### config.mk
export PLATFORM = sky130hd
export DESIGN_NAME = mem_stage
export DESIGN_NICKNAME = d
export VERILOG_FILES = /design/src/rtl/mem_stage.sv
export SDC_FILE = /design/constraint.sdc
export NUM_CORES = 1
export LEC_CHECK = 0
export BUFFER_PORTS_ARGS = -buffer_cell sky130_fd_sc_hd__buf_4
export CORE_ASPECT_RATIO = 1.75
export CORE_MARGIN = 1.5
export CORE_UTILIZATION = 35
export DETAILED_ROUTE_END_ITERATION = 8
export HOLD_SLACK_MARGIN = 0.15
export PLACE_DENSITY = 0.55
export SYNTH_ARGS = -nofsm -noshare
export SYNTH_HDL_FRONTEND = slang
export SYNTH_SLANG_ARGS = --single-unit
### constraint.sdc
create_clock -name clk -period 3.1 [get_ports clk]
set_input_delay 0.155 -clock clk [delete_from_list [all_inputs] [get_ports clk]]
set_output_delay 0.155 -clock clk [all_outputs]
set_load 0.01 [all_outputs]
### src/rtl/mem_stage.sv
`default_nettype none
// ============================================================================
// Module   : mem_stage
// Purpose  : Pipeline memory-access stage. Drives a valid/ready data memory,
//            stalls upstream while it waits, and owns the MEM/WB register.
// Revision : 1.0 - initial release
// ============================================================================
module mem_stage #(
    parameter int TIMEOUT_CYCLES = 255
) (
    input  logic        clk,
    input  logic        rst,
    input  logic        valid_in,
    input  logic        flush,
    input  logic        MemRead,
    input  logic        MemWrite,
    input  logic        MemtoReg,
    input  logic        RegWrite,
    input  logic        PC2Reg,
    input  logic [2:0]  funct3,
    input  logic [4:0]  rd_in,
    input  logic [31:0] alu_result,
    input  logic [31:0] rs2_data,
    output logic        dmem_req,
    output logic        dmem_we,
    output logic [31:0] dmem_addr,
    output logic [31:0] dmem_wdata,
    output logic [3:0]  dmem_be,
    input  logic        dmem_ready,
    input  logic [31:0] dmem_rdata,
    output logic        stall_out,
    output logic        wb_valid,
    output logic        MemtoReg_out,
    output logic        RegWrite_out,
    output logic        PC2Reg_out,
    output logic [2:0]  funct3_out,
    output logic [4:0]  rd_out,
    output logic [31:0] rd_data,
    output logic [31:0] Mem_out,
    output logic        misalign_err,
    output logic        dmem_timeout
);

    localparam int c_CW = (TIMEOUT_CYCLES > 1) ? $clog2(TIMEOUT_CYCLES + 1) : 1;
    localparam logic [c_CW-1:0] c_LIMIT = c_CW'((TIMEOUT_CYCLES > 0) ? TIMEOUT_CYCLES - 1 : 0);

    typedef enum logic [0:0] {S_IDLE = 1'b0, S_WAIT = 1'b1} state_t;

    state_t            r_state;
    logic [c_CW-1:0]   r_cnt;
    logic              r_squash;
    logic              r_we;
    logic [31:0]       r_addr;
    logic [31:0]       r_wdata;
    logic [3:0]        r_be;
    logic              r_memread;
    logic              r_memtoreg;
    logic              r_regwrite;
    logic              r_pc2reg;
    logic [2:0]        r_funct3;
    logic [4:0]        r_rd;
    logic [31:0]       r_alu;

    logic              w_idle;
    logic              w_mem_op;
    logic              w_misalign;
    logic              w_issue;
    logic              w_timeout_hit;
    logic [3:0]        w_st_be;
    logic [31:0]       w_st_data;
    logic [1:0]        w_off;
    logic [31:0]       w_load;

    logic              w_nx_valid;
    logic              w_nx_memtoreg;
    logic              w_nx_regwrite;
    logic              w_nx_pc2reg;
    logic [2:0]        w_nx_funct3;
    logic [4:0]        w_nx_rd;
    logic [31:0]       w_nx_rd_data;
    logic [31:0]       w_nx_mem;
    logic              w_nx_mis;
    logic              w_nx_to;

    always_comb begin
        w_idle     = (r_state == S_IDLE);
        w_mem_op   = valid_in & (MemRead | MemWrite) & ~flush;
        w_misalign = ((funct3[1:0] == 2'b10) & (alu_result[1:0] != 2'b00)) |
                     ((funct3[1:0] == 2'b01) & alu_result[0]);
        w_issue    = w_idle & w_mem_op & ~w_misalign;
        w_timeout_hit = (TIMEOUT_CYCLES != 0) & ~w_idle & ~dmem_ready & (r_cnt == c_LIMIT);

        case (funct3[1:0])
            2'b00: begin
                w_st_be   = 4'b0001 << alu_result[1:0];
                w_st_data = {4{rs2_data[7:0]}};
            end
            2'b01: begin
                w_st_be   = 4'b0011 << alu_result[1:0];
                w_st_data = {2{rs2_data[15:0]}};
            end
            default: begin
                w_st_be   = 4'b1111;
                w_st_data = rs2_data;
            end
        endcase

        w_off  = w_idle ? alu_result[1:0] : r_alu[1:0];
        w_load = dmem_rdata >> {w_off, 3'b000};
    end

    // Outputs toward memory come from the live instruction in IDLE and from
    // the captured copy in WAIT, so they stay stable while upstream is held.
    always_comb begin
        dmem_req   = 1'b0;
        dmem_we    = 1'b0;
        dmem_addr  = 32'd0;
        dmem_wdata = 32'd0;
        dmem_be    = 4'd0;
        stall_out  = 1'b0;
        if (!rst) begin
            if (w_idle) begin
                dmem_req = w_issue;
                if (w_issue) begin
                    dmem_we    = MemWrite;
                    dmem_addr  = {alu_result[31:2], 2'b00};
                    dmem_wdata = MemWrite ? w_st_data : 32'd0;
                    dmem_be    = MemWrite ? w_st_be : 4'b1111;
                end
            end else begin
                dmem_req   = 1'b1;
                dmem_we    = r_we;
                dmem_addr  = r_addr;
                dmem_wdata = r_wdata;
                dmem_be    = r_be;
            end
            stall_out = (w_issue & ~dmem_ready) | (~w_idle & ~dmem_ready & ~w_timeout_hit);
        end
    end

    always_comb begin
        w_nx_valid    = 1'b0;
        w_nx_memtoreg = 1'b0;
        w_nx_regwrite = 1'b0;
        w_nx_pc2reg   = 1'b0;
        w_nx_funct3   = 3'd0;
        w_nx_rd       = 5'd0;
        w_nx_rd_data  = 32'd0;
        w_nx_mem      = 32'd0;
        w_nx_mis      = 1'b0;
        w_nx_to       = 1'b0;
        if (w_idle) begin
            if (valid_in && !flush) begin
                w_nx_valid    = 1'b1;
                w_nx_memtoreg = MemtoReg;
                w_nx_regwrite = RegWrite & ~(w_mem_op & w_misalign);
                w_nx_pc2reg   = PC2Reg;
                w_nx_funct3   = funct3;
                w_nx_rd       = rd_in;
                w_nx_rd_data  = alu_result;
                w_nx_mem      = (w_issue & MemRead) ? w_load : 32'd0;
                w_nx_mis      = w_mem_op & w_misalign;
            end
        end else if (!(r_squash || flush)) begin
            // A squashed transaction still completes on the bus but retires as a bubble.
            w_nx_valid    = 1'b1;
            w_nx_memtoreg = r_memtoreg;
            w_nx_regwrite = r_regwrite & ~w_timeout_hit;
            w_nx_pc2reg   = r_pc2reg;
            w_nx_funct3   = r_funct3;
            w_nx_rd       = r_rd;
            w_nx_rd_data  = r_alu;
            w_nx_mem      = (r_memread & dmem_ready) ? w_load : 32'd0;
            w_nx_to       = w_timeout_hit;
        end
    end

    always_ff @(posedge clk) begin
        if (rst) begin
            r_state      <= S_IDLE;
            r_cnt        <= '0;
            r_squash     <= 1'b0;
            r_we         <= 1'b0;
            r_addr       <= 32'd0;
            r_wdata      <= 32'd0;
            r_be         <= 4'd0;
            r_memread    <= 1'b0;
            r_memtoreg   <= 1'b0;
            r_regwrite   <= 1'b0;
            r_pc2reg     <= 1'b0;
            r_funct3     <= 3'd0;
            r_rd         <= 5'd0;
            r_alu        <= 32'd0;
            wb_valid     <= 1'b0;
            MemtoReg_out <= 1'b0;
            RegWrite_out <= 1'b0;
            PC2Reg_out   <= 1'b0;
            funct3_out   <= 3'd0;
            rd_out       <= 5'd0;
            rd_data      <= 32'd0;
            Mem_out      <= 32'd0;
            misalign_err <= 1'b0;
            dmem_timeout <= 1'b0;
        end else begin
            case (r_state)
                S_IDLE: begin
                    if (w_issue && !dmem_ready) begin
                        r_state    <= S_WAIT;
                        r_cnt      <= '0;
                        r_squash   <= 1'b0;
                        r_we       <= dmem_we;
                        r_addr     <= dmem_addr;
                        r_wdata    <= dmem_wdata;
                        r_be       <= dmem_be;
                        r_memread  <= MemRead;
                        r_memtoreg <= MemtoReg;
                        r_regwrite <= RegWrite;
                        r_pc2reg   <= PC2Reg;
                        r_funct3   <= funct3;
                        r_rd       <= rd_in;
                        r_alu      <= alu_result;
                    end
                end
                default: begin
                    if (dmem_ready || w_timeout_hit) begin
                        r_state <= S_IDLE;
                    end else begin
                        r_cnt    <= r_cnt + c_CW'(1);
                        r_squash <= r_squash | flush;
                    end
                end
            endcase

            if (!stall_out) begin
                wb_valid     <= w_nx_valid;
                MemtoReg_out <= w_nx_memtoreg;
                RegWrite_out <= w_nx_regwrite;
                PC2Reg_out   <= w_nx_pc2reg;
                funct3_out   <= w_nx_funct3;
                rd_out       <= w_nx_rd;
                rd_data      <= w_nx_rd_data;
                Mem_out      <= w_nx_mem;
                misalign_err <= w_nx_mis;
                dmem_timeout <= w_nx_to;
            end else begin
                wb_valid     <= 1'b0;
                misalign_err <= 1'b0;
                dmem_timeout <= 1'b0;
            end
        end
    end

endmodule
`default_nettype wire

==> out/metrics.cfg, run 1 <==
[timing]
post-route-period-util=0.888
drv_slew=0
slew_headroom=0.541
final-hold-violation-count=0
clock.fmax_mhz=363
tightestPinTransition_ns=0.689
period_needed_ns=2.75
rsz0062_at_grt=no
tns_ns=0
skew_ns=0.00664
final-setup-viol-count=0

[clock_tree]
cts_buffers=21
cts_max_level=1
clkSlewWorstSetupHoldPaths_ns=0.06
cts.sinks=201
ctsRootBufferMaster=clkbuf_16
cts_tree=yes
insertion_delay_ns=0.49
cts_buffer_depth=3

[yosys]
yosysTopAreaCell=dfxtp_1
yosys_register_bits=201
syn_nets=1240
ys.flop_type=dfxtp_1
yosysWarnings=0
yosys.area.top_type_share=0.436
synth_area_per_cell_um2=8.21
syn_area_um2=9220
synth.distinct_cells=47
netlist_instances=1124
async_flop_share=0
synth-seq-area-share=0.436
synth-edff-count=0
synth_area_leaders=dfxtp_1 44%, nand2_1 9.0%, a21oi_1 7.7%

[finish]
area_growth_pct=42.2
drive_above_1_share=0.247
most-common-layout-cells=277 x buf_4, 219 x nand2_1, 200 x dfxtp_1
stdcell_area_um2=13100
diodes=0
final_common_cell=buf_4
num-nets-final=1546
finalNonFillerCells=1764

[floorplan]
start_util=0.355
dieArea_um2=27400
fp.dieW_um=126
core_um2=26000
dieHeight_um=218
ios=263
placementRows=78

[global_routing]
grtUsageTotal=0.220
gr-total-overflow=0
grt_pass1_vias=9218
grt_pass1_wl_mm=49.0
grt_start_max_net_pins=106
antenna_found_initial=0

[route]
dr.pass1.iters=7
vias_per_cell=5.32
avgRoutedWirePerCell_um=17.8
drtIter0Drc=535
drcViolationCount=15
antenna_left=0
wirelength_mm=31.4
vias=9387

[setup_path]
cp_data_arrival_time_ns=2.60
path_max_fanout=46
worstPathRequired_ns=2.94
criticalPathCategory=reg -> out
setup.worst_path.end_class=output port
start_kind=register

[placement]
place_area_um2=11300
io_buffers=262
routabilityCongestion=0.811
dp.cells=1618
place_hpwl_mm=20.3

[flow_run]
max_cap_violations=0

[power_and_ir_drop]
powerDensity_nw_per_um2=468
p_leak_nw=5.13
irDropWorstVdd_mv=0.335

[outcome]
violations=design-rule violations
status=complete, but fails checks

[worst_hold_path]
hp-class=in -> reg

[area by class of cell]
type / instances / area [um2]
clock buffers: 32 / 627
multi-input cells: 810 / 4680
flip-flops and latches: 201 / 4030
clock inverters: 5 / 81.3
fillers: 2544 / 12800
inverters: 4 / 15.0
well taps: 320 / 400
repair buffers: 392 / 3280
[registers in the layout (all words and copies together) (netlist names), 3 cells and up]
name        cells
r_funct3        3
Mem_out        32
r_rd            5
r_be            4
r_addr         32
rd_out          5
funct3_out      3
rd_data        32
r_cnt           8
r_wdata        32
r_alu          32
[critical path, stage by stage, from the launching register on]
cell	delay, ns
dfxtp_4	0.48
nor3b_4	0.28
buf_6	0.38
o2111ai_1	0.18
buf_4	0.23
a21oi_1	0.21
a21oi_1	0.06
nor2_1	0.12
buf_4	0.13
[cells in the mapped netlist, drive strengths merged (6+ instances only)]
cell type and count:
buf 52, nand2 220, clkbuf 57, a32o 8
a211oi 43, a22oi 93, o2bb2ai 8, dfxtp 201
a21oi 142, a22o 16, nand3 21, nor2 87
and2 6, o21ai 34, nor3b 6, mux2i 42
nor3 46
[logic make-up (layout without fill, tap and decap cells)]
kind of cell / after synthesis / after routing / synth area share
XOR/XNOR: 1 / 1 / 0.00176
AND/OR/NAND/NOR: 411 / 411 / 0.190
flip-flops: 201 / 201 / 0.436
multiplexers: 43 / 43 / 0.0472
AO/OA/AOI/OAI: 353 / 353 / 0.263
buffers and inverters: 113 / 433 / 0.0592
adder cells (fa/ha/maj): 2 / 2 / 0.00271
[per-layer routing]
| layer | vias to the layer above | part of all wire | GRT usage | wire length [um] |
|---|---|---|---|---|
| li1 | 4599 | - | - | - |
| met1 | 4446 | 0.39 | 0.250 | 12200 |
| met2 | 289 | 0.53 | 0.421 | 16700 |
| met3 | 53 | 0.047 | 0.0238 | 1480 |
| met4 | 0 | 0.032 | 0.0783 | 996 |
| met5 | - | 0 | 0 | 0 |
[repair_timing]
action / in CTS / in global routing
endpoints found under the hold margin: 183 / 0
buffers inserted: 0 / 0
setup endpoints to repair: 0 / 2
hold buffers: 109 / 0
gates resized for setup: 0 / 1
[worst paths after layout]
path / start / end / slack [ns] / cells past startpoint
worst max-delay path: r_state$_SDFF_PP0_ / dmem_wdata[9] / 0.35 / 8
worst min-delay path: dmem_ready / r_cnt[0]$_SDFFE_PP0P_ / 0.19 / 3
worst max register to register: r_state$_SDFF_PP0_ / Mem_out[9]$_SDFFE_PP0N_ / 0.70 / 6
worst min register to register: r_alu[24]$_SDFFE_PP0P_ / r_alu[24]$_SDFFE_PP0P_ / 0.45 / 2
[power by group]
part	leakage (nW)	total [mW]	switching, mW	internal [mW]
Sequential	1.63	2.68	0.0403	2.64
Clock	0.345	2.61	1.05	1.56
Combinational	3.16	0.838	0.449	0.388
Total	5.13	6.13	1.54	4.59
[per-stage QoR]
stage	power (mW)	hold slack (ns)	utilization	setup slack, ns
6_report	6.13	0.194	0.505	0.349
3_5_place_dp	3.47	0.395	0.436	0.680
3_3_place_gp	3.47	0.384	0.436	0.690
2_1_floorplan	3.13	0.281	-	1.24
4_1_cts	6.22	0.171	0.505	0.155
5_1_grt	6.39	0.195	0.505	0.156
(Power assumes the default switching activity.)
==> run 2: changes to the inputs <==
Settings changed: CTS_BUF_LIST set to sky130_fd_sc_hd__clkbuf_2 sky130_fd_sc_hd__clkbuf_4 sky130_fd_sc_hd__clkbuf_8.
==> run 2 against run 1 <==
Against the previous run: the run still ends with design-rule violations left; power shrank 0.72%; global-route usage grew 0.29 points; critical path depth is the same; final cell count grew 1.4%; worst hold slack lost 0.0014 ns; largest power group unchanged.
==> out/metrics.cfg, run 2 (synthesis gave the netlist of run 1 again) <==
[floorplan]
dieHeight_um=218  ; unchanged
core_um2=26000  ; unchanged
placementRows=78  ; unchanged
start_util=0.355  ; unchanged
dieArea_um2=27400  ; unchanged
ios=263  ; unchanged
fp.dieW_um=126  ; unchanged

[outcome]
violations=design-rule violations  ; unchanged
status=complete, but fails checks  ; unchanged

[timing]
period_needed_ns=2.82  ; was 2.75 ns
final-hold-violation-count=0  ; unchanged
tns_ns=0  ; unchanged
skew_ns=0.0234  ; was 0.00664 ns
post-route-period-util=0.911  ; was 0.888
drv_slew=0  ; unchanged
slew_headroom=0.539  ; was 0.541
final-setup-viol-count=0  ; unchanged
fin_ws_ns=0.277  ; was 0.349 ns
clock.fmax_mhz=354  ; was 363 MHz
rsz0062_at_grt=no  ; unchanged
tightestPinTransition_ns=0.692  ; was 0.689 ns

[finish]
area_growth_pct=42.9  ; was 42.2%
num-nets-final=1560  ; was 1546
finalNonFillerCells=1789  ; was 1764
stdcell_area_um2=13200  ; was 13100 um2
drive_above_1_share=0.260  ; was 0.247
most-common-layout-cells=277 x buf_4, 219 x nand2_1, 200 x dfxtp_1  ; unchanged
final_common_cell=buf_4  ; unchanged
fillCellCount=2550  ; was 2544

[setup_path]
start_kind=register  ; unchanged
critical_path.cell_chain=nor3b_4, buf_6, o2111ai_1, buf_4, a21oi_1, a21oi_1, nor2_1, buf_4  ; unchanged
cp_top_family=buffers and inverters  ; unchanged
setup.worst_path.end_class=output port  ; unchanged
crit_buf_inv=3  ; unchanged
worstPathRequired_ns=2.94  ; about the same
max_stage_delay_ns=0.48  ; about the same
crit_slowest_cell=dfxtp_4  ; unchanged
cp_data_arrival_time_ns=2.67  ; was 2.60 ns
path_max_fanout=46  ; unchanged
criticalPathCategory=reg -> out  ; unchanged

[route]
vias_per_cell=5.30  ; was 5.32
drcViolationCount=30  ; was 15
vias=9490  ; was 9387
wirelength_mm=31.7  ; was 31.4 mm
drtIter0Drc=478  ; was 535
antenna_left=0  ; unchanged
dr.pass1.iters=7  ; unchanged
avgRoutedWirePerCell_um=17.7  ; was 17.8 um

[clock_tree]
ctsRootBufferMaster=clkbuf_8  ; was clkbuf_16
cts_buffer_depth=3  ; unchanged
cts.sinks=201  ; unchanged
cts_buffers=31  ; was 21
clkSlewWorstSetupHoldPaths_ns=0.07  ; was 0.06 ns
cts_tree=yes  ; unchanged
cts_max_level=1  ; unchanged
insertion_delay_ns=0.58  ; was 0.49 ns

[power_and_ir_drop]
switching_power_mw=1.57  ; was 1.54 mW
p_int_mw=4.52  ; was 4.59 mW
power.share.clock=0.421  ; was 0.426
p_leak_nw=5.19  ; was 5.13 nW
powerDensity_nw_per_um2=462  ; was 468 nW/um2
p_sw_frac=0.258  ; was 0.251
irDropWorstVdd_mv=0.296  ; was 0.335 mV
seqPwrFrac=0.441  ; was 0.438
p_comb_frac=0.138  ; was 0.137

[flow_run]
max_cap_violations=0  ; unchanged

[placement]
place_hpwl_mm=20.3  ; unchanged
place_area_um2=11300  ; unchanged
io_buffers=262  ; unchanged
place_ws_ns=0.680  ; unchanged
routabilityCongestion=0.811  ; unchanged
dp.cells=1618  ; unchanged

[global_routing]
grt_pass1_vias=9354  ; was 9218
grtUsageTotal=0.223  ; was 0.220
gr-total-overflow=0  ; unchanged
grt_start_max_net_pins=106  ; unchanged
antenna_found_initial=0  ; unchanged
grt_pass1_wl_mm=49.5  ; was 49.0 mm

[worst_hold_path]
hp-class=in -> reg  ; unchanged

## run 2: cell types whose count changed in the layout (fill, tap and decap cells not counted)
| cell | delta |
|---|---|
| clkbuf_16 | -21 |
| diode_2 | +1 |
| clkinv_2 | +2 |
| clkinvlp_4 | -1 |
| clkbuf_4 | +6 |
| inv_6 | -1 |
| bufinv_16 | -1 |
| dlygate4sd3_1 | +4 |
| clkbuf_1 | -5 |
| clkbuf_8 | +41 |
## run 2: final timing paths
kind | startpoint | endpoint | slack (ns) | cells after the start
setup / recovery | r_state$_SDFF_PP0_ | dmem_wdata[9] | 0.28 | 8
hold / removal | MemWrite | r_be[2]$_SDFFE_PP0P_ | 0.19 | 5
setup reg to reg | r_state$_SDFF_PP0_ | Mem_out[9]$_SDFFE_PP0N_ | 0.70 | 6
hold reg to reg | r_alu[27]$_SDFFE_PP0P_ | r_alu[27]$_SDFFE_PP0P_ | 0.45 | 2
## run 2: worst register-to-register path: cells and delay by family, from the launching register on
family / cells / cell delay [ns]
and+or+nand+nor: 2 / 0.36
DFF: 1 / 0.61
muxes: 1 / 0.44
AOI/OAI and AO/OA: 2 / 0.30
buffers and inverters: 1 / 0.58
## run 2: timing repair
item | 4_1_cts | 5_1_grt
hold buffers | 113 | 0
hold endpoints to repair | 188 | 0
resized for setup | 0 | 1
endpoints found under the setup margin | 0 | 16
setup buffers | 0 | 0
## run 2: final cells by class
cell class / count / area (um2) / share of cell area
Tap cell: 320 / 400 / 0.0304
Clock inverter: 4 / 45.0 / 0.00342
Timing Repair Buffer: 396 / 3320 / 0.252
Multi-Input combinational cell: 810 / 4680 / 0.355
Inverter: 4 / 15.0 / 0.00114
Clock buffer: 53 / 692 / 0.0525
Antenna cell: 1 / 2.50 / 0.000190
Sequential cell: 201 / 4030 / 0.306
## run 2: per-stage QoR
stage,power [mW],hold slack (ns),utilization
floorplan,3.13,0.281,-
global placement,3.47,0.384,0.436
detailed placement,3.47,0.395,0.436
CTS,6.16,0.155,0.508
global route,6.35,0.217,0.508
finish,6.09,0.193,0.508
## run 2: layer usage
| layer | part of all wire | up-vias | GRT usage |
|---|---|---|---|
| met5 | 0 | - | 0 |
| met4 | 0.038 | 0 | 0.0988 |
| met3 | 0.045 | 74 | 0.0248 |
| met2 | 0.53 | 305 | 0.421 |
| met1 | 0.38 | 4479 | 0.249 |
| li1 | - | 4632 | - |
## run 2: power by group through the flow
stage | logic, mW | registers, mW | clock network, mW
2_1_floorplan | 0.384 | 2.74 | 0
3_3_place_gp | 0.727 | 2.74 | 0
3_5_place_dp | 0.730 | 2.74 | 0
4_1_cts | 0.845 | 2.68 | 2.64
5_1_grt | 0.910 | 2.69 | 2.75
6_report | 0.843 | 2.68 | 2.56
==> run 3: changes to the inputs <==
Settings changed: ABC_AREA set to 1, SKIP_CTS_REPAIR_TIMING set to 1.
==> run 3 against run 2 <==
Against the previous run: the run now ends clean; count of clock-buffer cells in the layout shrank 1; routed wire length grew 12%; clock power shrank 6%; global-route usage grew 0.97 points; flip-flop and latch count is the same; sequential power is essentially flat; die area grew 6.8%; largest cell class unchanged; first-iteration DRC count grew 31%.
==> out/metrics.cfg, run 3 <==
[outcome]
status=finished clean  ; was complete, but fails checks

[setup_path]
worstPathRequired_ns=2.94  ; about the same
reg2reg_from=r_state$_SDFF_PP0_  ; unchanged
start_kind=input port  ; was register
rrSetupSlack_ns=0.47  ; was 0.70 ns
setup.worst_path.end_class=output port  ; unchanged
criticalPathCategory=in -> out  ; was reg -> out
path_max_fanout=25  ; was 46
cp_top_family=simple AND/OR/NAND/NOR gates  ; was buffers and inverters
crit_buf_inv=4  ; was 3
worstReg2RegEnd=Mem_out[12]$_SDFFE_PP0N_  ; was Mem_out[9]$_SDFFE_PP0N_
max_stage_delay_ns=0.53  ; was 0.48 ns
crit_slowest_cell=dlygate4sd3_1  ; was dfxtp_4
cp_data_arrival_time_ns=2.62  ; was 2.67 ns
critical_path.cell_chain=dlygate4sd3_1, buf_4, inv_4, nand2_4, nand2_2, nor2_4, nand2_2, nor2_4, nand3_1, a21oi_1, buf_4  ; was nor3b_4, buf_6, o2111ai_1, buf_4, a21oi_1, a21oi_1, nor2_1, buf_4
ff2ff_path_depth=11  ; was 6

[floorplan]
dieHeight_um=225  ; was 218 um
dieArea_um2=29200  ; was 27400 um2
placementRows=81  ; was 78
core_um2=27900  ; was 26000 um2
fp.dieW_um=130  ; was 126 um
start_util=0.354  ; was 0.355
ios=263  ; unchanged

[power_and_ir_drop]
p_leak_nw=6.44  ; was 5.19 nW
p_comb_frac=0.144  ; was 0.138
seqPwrFrac=0.453  ; was 0.441
p_int_mw=4.37  ; was 4.52 mW
finalPower_mw=5.98  ; was 6.09 mW
irDropWorstVdd_mv=0.298  ; was 0.296 mV
power.share.clock=0.403  ; was 0.421
powerDensity_nw_per_um2=441  ; was 462 nW/um2
switching_power_mw=1.61  ; was 1.57 mW
p_sw_frac=0.268  ; was 0.258

[worst_hold_path]
hp-start=dmem_rdata[8]  ; was MemWrite
hold_path_depth=7  ; was 5
hp-class=in -> reg  ; unchanged
holdPathEnd=Mem_out[8]$_SDFFE_PP0N_  ; was r_be[2]$_SDFFE_PP0P_

[route]
antenna_left=0  ; unchanged
avgRoutedWirePerCell_um=16.5  ; was 17.7 um
drcViolationCount=0  ; was 30
vias=10700  ; was 9490
dr.pass1.iters=5  ; was 7
drtIter0Drc=628  ; was 478
vias_per_cell=4.96  ; was 5.30
wirelength_mm=35.6  ; was 31.7 mm

[global_routing]
antenna_found_initial=1  ; was 0
grt_start_max_net_pins=94  ; was 106
grt_pass1_vias=9871  ; was 9354
grtUsageTotal=0.233  ; was 0.223
gr-total-overflow=0  ; unchanged
grt_pass1_wl_mm=53.3  ; was 49.5 mm

[clock_tree]
cts_tree=yes  ; unchanged
insertion_delay_ns=0.53  ; was 0.58 ns
cts_max_level=2  ; was 1
ctsRootBufferMaster=clkbuf_8  ; unchanged
clkSlewWorstSetupHoldPaths_ns=0.06  ; was 0.07 ns
cts_buffers=35  ; was 31
cts_buffer_depth=3  ; unchanged
cts.sinks=201  ; unchanged

[yosys]
ys_top_cells_by_count=362 x nand2_1, 214 x nor2_1, 201 x dfxtp_1  ; was 220 x nand2_1, 201 x dfxtp_1, 142 x a21oi_1
synth_area_per_cell_um2=6.77  ; was 8.21 um2
ys.flop_type=dfxtp_1  ; unchanged
async_flop_share=0  ; unchanged
yosys.area.top_type_share=0.408  ; was 0.436
synth-seq-area-share=0.408  ; was 0.436
yosysMostFrequentCell=nand2_1  ; unchanged
synth.distinct_cells=32  ; was 47
yosysWarnings=0  ; unchanged
yosysTopAreaCell=dfxtp_1  ; unchanged
synth_area_leaders=dfxtp_1 41%, nand2_1 14%, nor2_1 8.1%  ; was dfxtp_1 44%, nand2_1 9.0%, a21oi_1 7.7%
syn_nets=1573  ; was 1240
synth-edff-count=0  ; unchanged
netlist_instances=1457  ; was 1124
yosys_register_bits=201  ; unchanged
syn_area_um2=9860  ; was 9220 um2

[finish]
drive_above_1_share=0.211  ; was 0.260
final_common_cell=nand2_1  ; was buf_4
stdcell_area_um2=13600  ; was 13200 um2
finalNonFillerCells=2157  ; was 1789
num-nets-final=1883  ; was 1560
area_growth_pct=37.5  ; was 42.9%
most-common-layout-cells=362 x nand2_1, 277 x buf_4, 213 x nor2_1  ; was 277 x buf_4, 219 x nand2_1, 200 x dfxtp_1

[timing]
period_needed_ns=2.78  ; was 2.82 ns
clock.fmax_mhz=360  ; was 354 MHz
rsz0062_at_grt=no  ; unchanged
slew_headroom=0.409  ; was 0.539
drv_slew=0  ; unchanged
final-setup-viol-count=0  ; unchanged
post-route-period-util=0.895  ; was 0.911
final-hold-violation-count=0  ; unchanged
tightestPinTransition_ns=0.886  ; was 0.692 ns
tns_ns=0  ; unchanged
skew_ns=0.0154  ; was 0.0234 ns

[placement]
routabilityCongestion=0.856  ; was 0.811
place_area_um2=11900  ; was 11300 um2
dp.cells=2007  ; was 1618
io_buffers=262  ; unchanged
place_hpwl_mm=23.4  ; was 20.3 mm

[flow_run]
max_cap_violations=0  ; unchanged

==> run 3: changes by cell type in the layout (fill, tap and decap cells not counted), moves of 18 or more <==
cell           before  now
nand2_1           219  362
a211oi_2           24    0
inv_1               4  103
o21ai_0            34  116
a22oi_1            92   30
nand4_1             3   28
nor2_1             86  213
dlygate4sd3_1     113   95
nand3_1            21   96
a21oi_1           142   71
mux2i_1            40    0
a211oi_1           19    0
==> run 3: worst max path at each step <==
stage / start / endpoint / slack, ns / depth (start not counted)
after floorplan: r_state$_SDFF_PP0_ / dmem_addr[11] / 1.54 / 5
after global placement: funct3[1] / dmem_addr[28] / 0.41 / 11
after detailed placement: funct3[1] / dmem_addr[8] / 0.39 / 11
after CTS: r_state$_SDFF_PP0_ / dmem_addr[8] / 0.09 / 8
after global routing: r_state$_SDFF_PP0_ / dmem_addr[8] / 0.12 / 8
final: MemWrite / dmem_wdata[24] / 0.32 / 11
==> run 3: layout make-up <==
type / count / area (um2)
fillers: 2900 / 14300
multi-input cells: 1043 / 4900
flip-flops and latches: 201 / 4030
repair buffers: 375 / 3090
clock buffers: 52 / 659
well taps: 373 / 467
inverters: 111 / 419
clock inverters: 1 / 5.00
diodes: 1 / 2.50
==> run 3: power by group through the flow <==
stage          clock network, mW  logic, mW  registers (mW)
3_5_place_dp                   0      0.758            2.76
4_1_cts                     2.50      0.761            2.71
6_report                    2.41      0.862            2.71
5_1_grt                     2.59      0.948            2.71
2_1_floorplan                  0      0.424            2.76
3_3_place_gp                   0      0.757            2.76
==> run 3: through the flow <==
step	utilization	worst slack [ns]	hold slack (ns)
floorplan	-	1.54	0.301
global placement	0.428	0.412	0.417
detailed placement	0.428	0.393	0.421
CTS	0.452	0.0942	-0.144
global route	0.487	0.115	0.136
finish	0.487	0.325	0.0906
==> run 3: worst reg2reg max path, delay by kind of cell (launching register included) <==
kind            cells  cell delay (ns)
compound gates      1             0.07
buf+inv             4             1.37
flops               1             0.47
simple gates        6             0.62
==> run 3: kinds of logic (layout without fill, tap and decap cells) <==
logic type               Yosys count  in the layout  share of synthesized area
AO/OA/AOI/OAI                    275            275                      0.166
XOR/XNOR                           1              1                   0.000888
adder cells (fa/ha/maj)            2              2                    0.00254
buffers and inverters            214            539                     0.0979
flip-flops                       201            201                      0.408
other                              0              1                          0
AND/OR/NAND/NOR                  764            765                      0.325
==> run 3: layer usage <==
layer  track usage  part of all wire
met1         0.261              0.39
met2         0.422              0.52
met3        0.0456             0.049
met4        0.0982             0.036
met5             0                 0
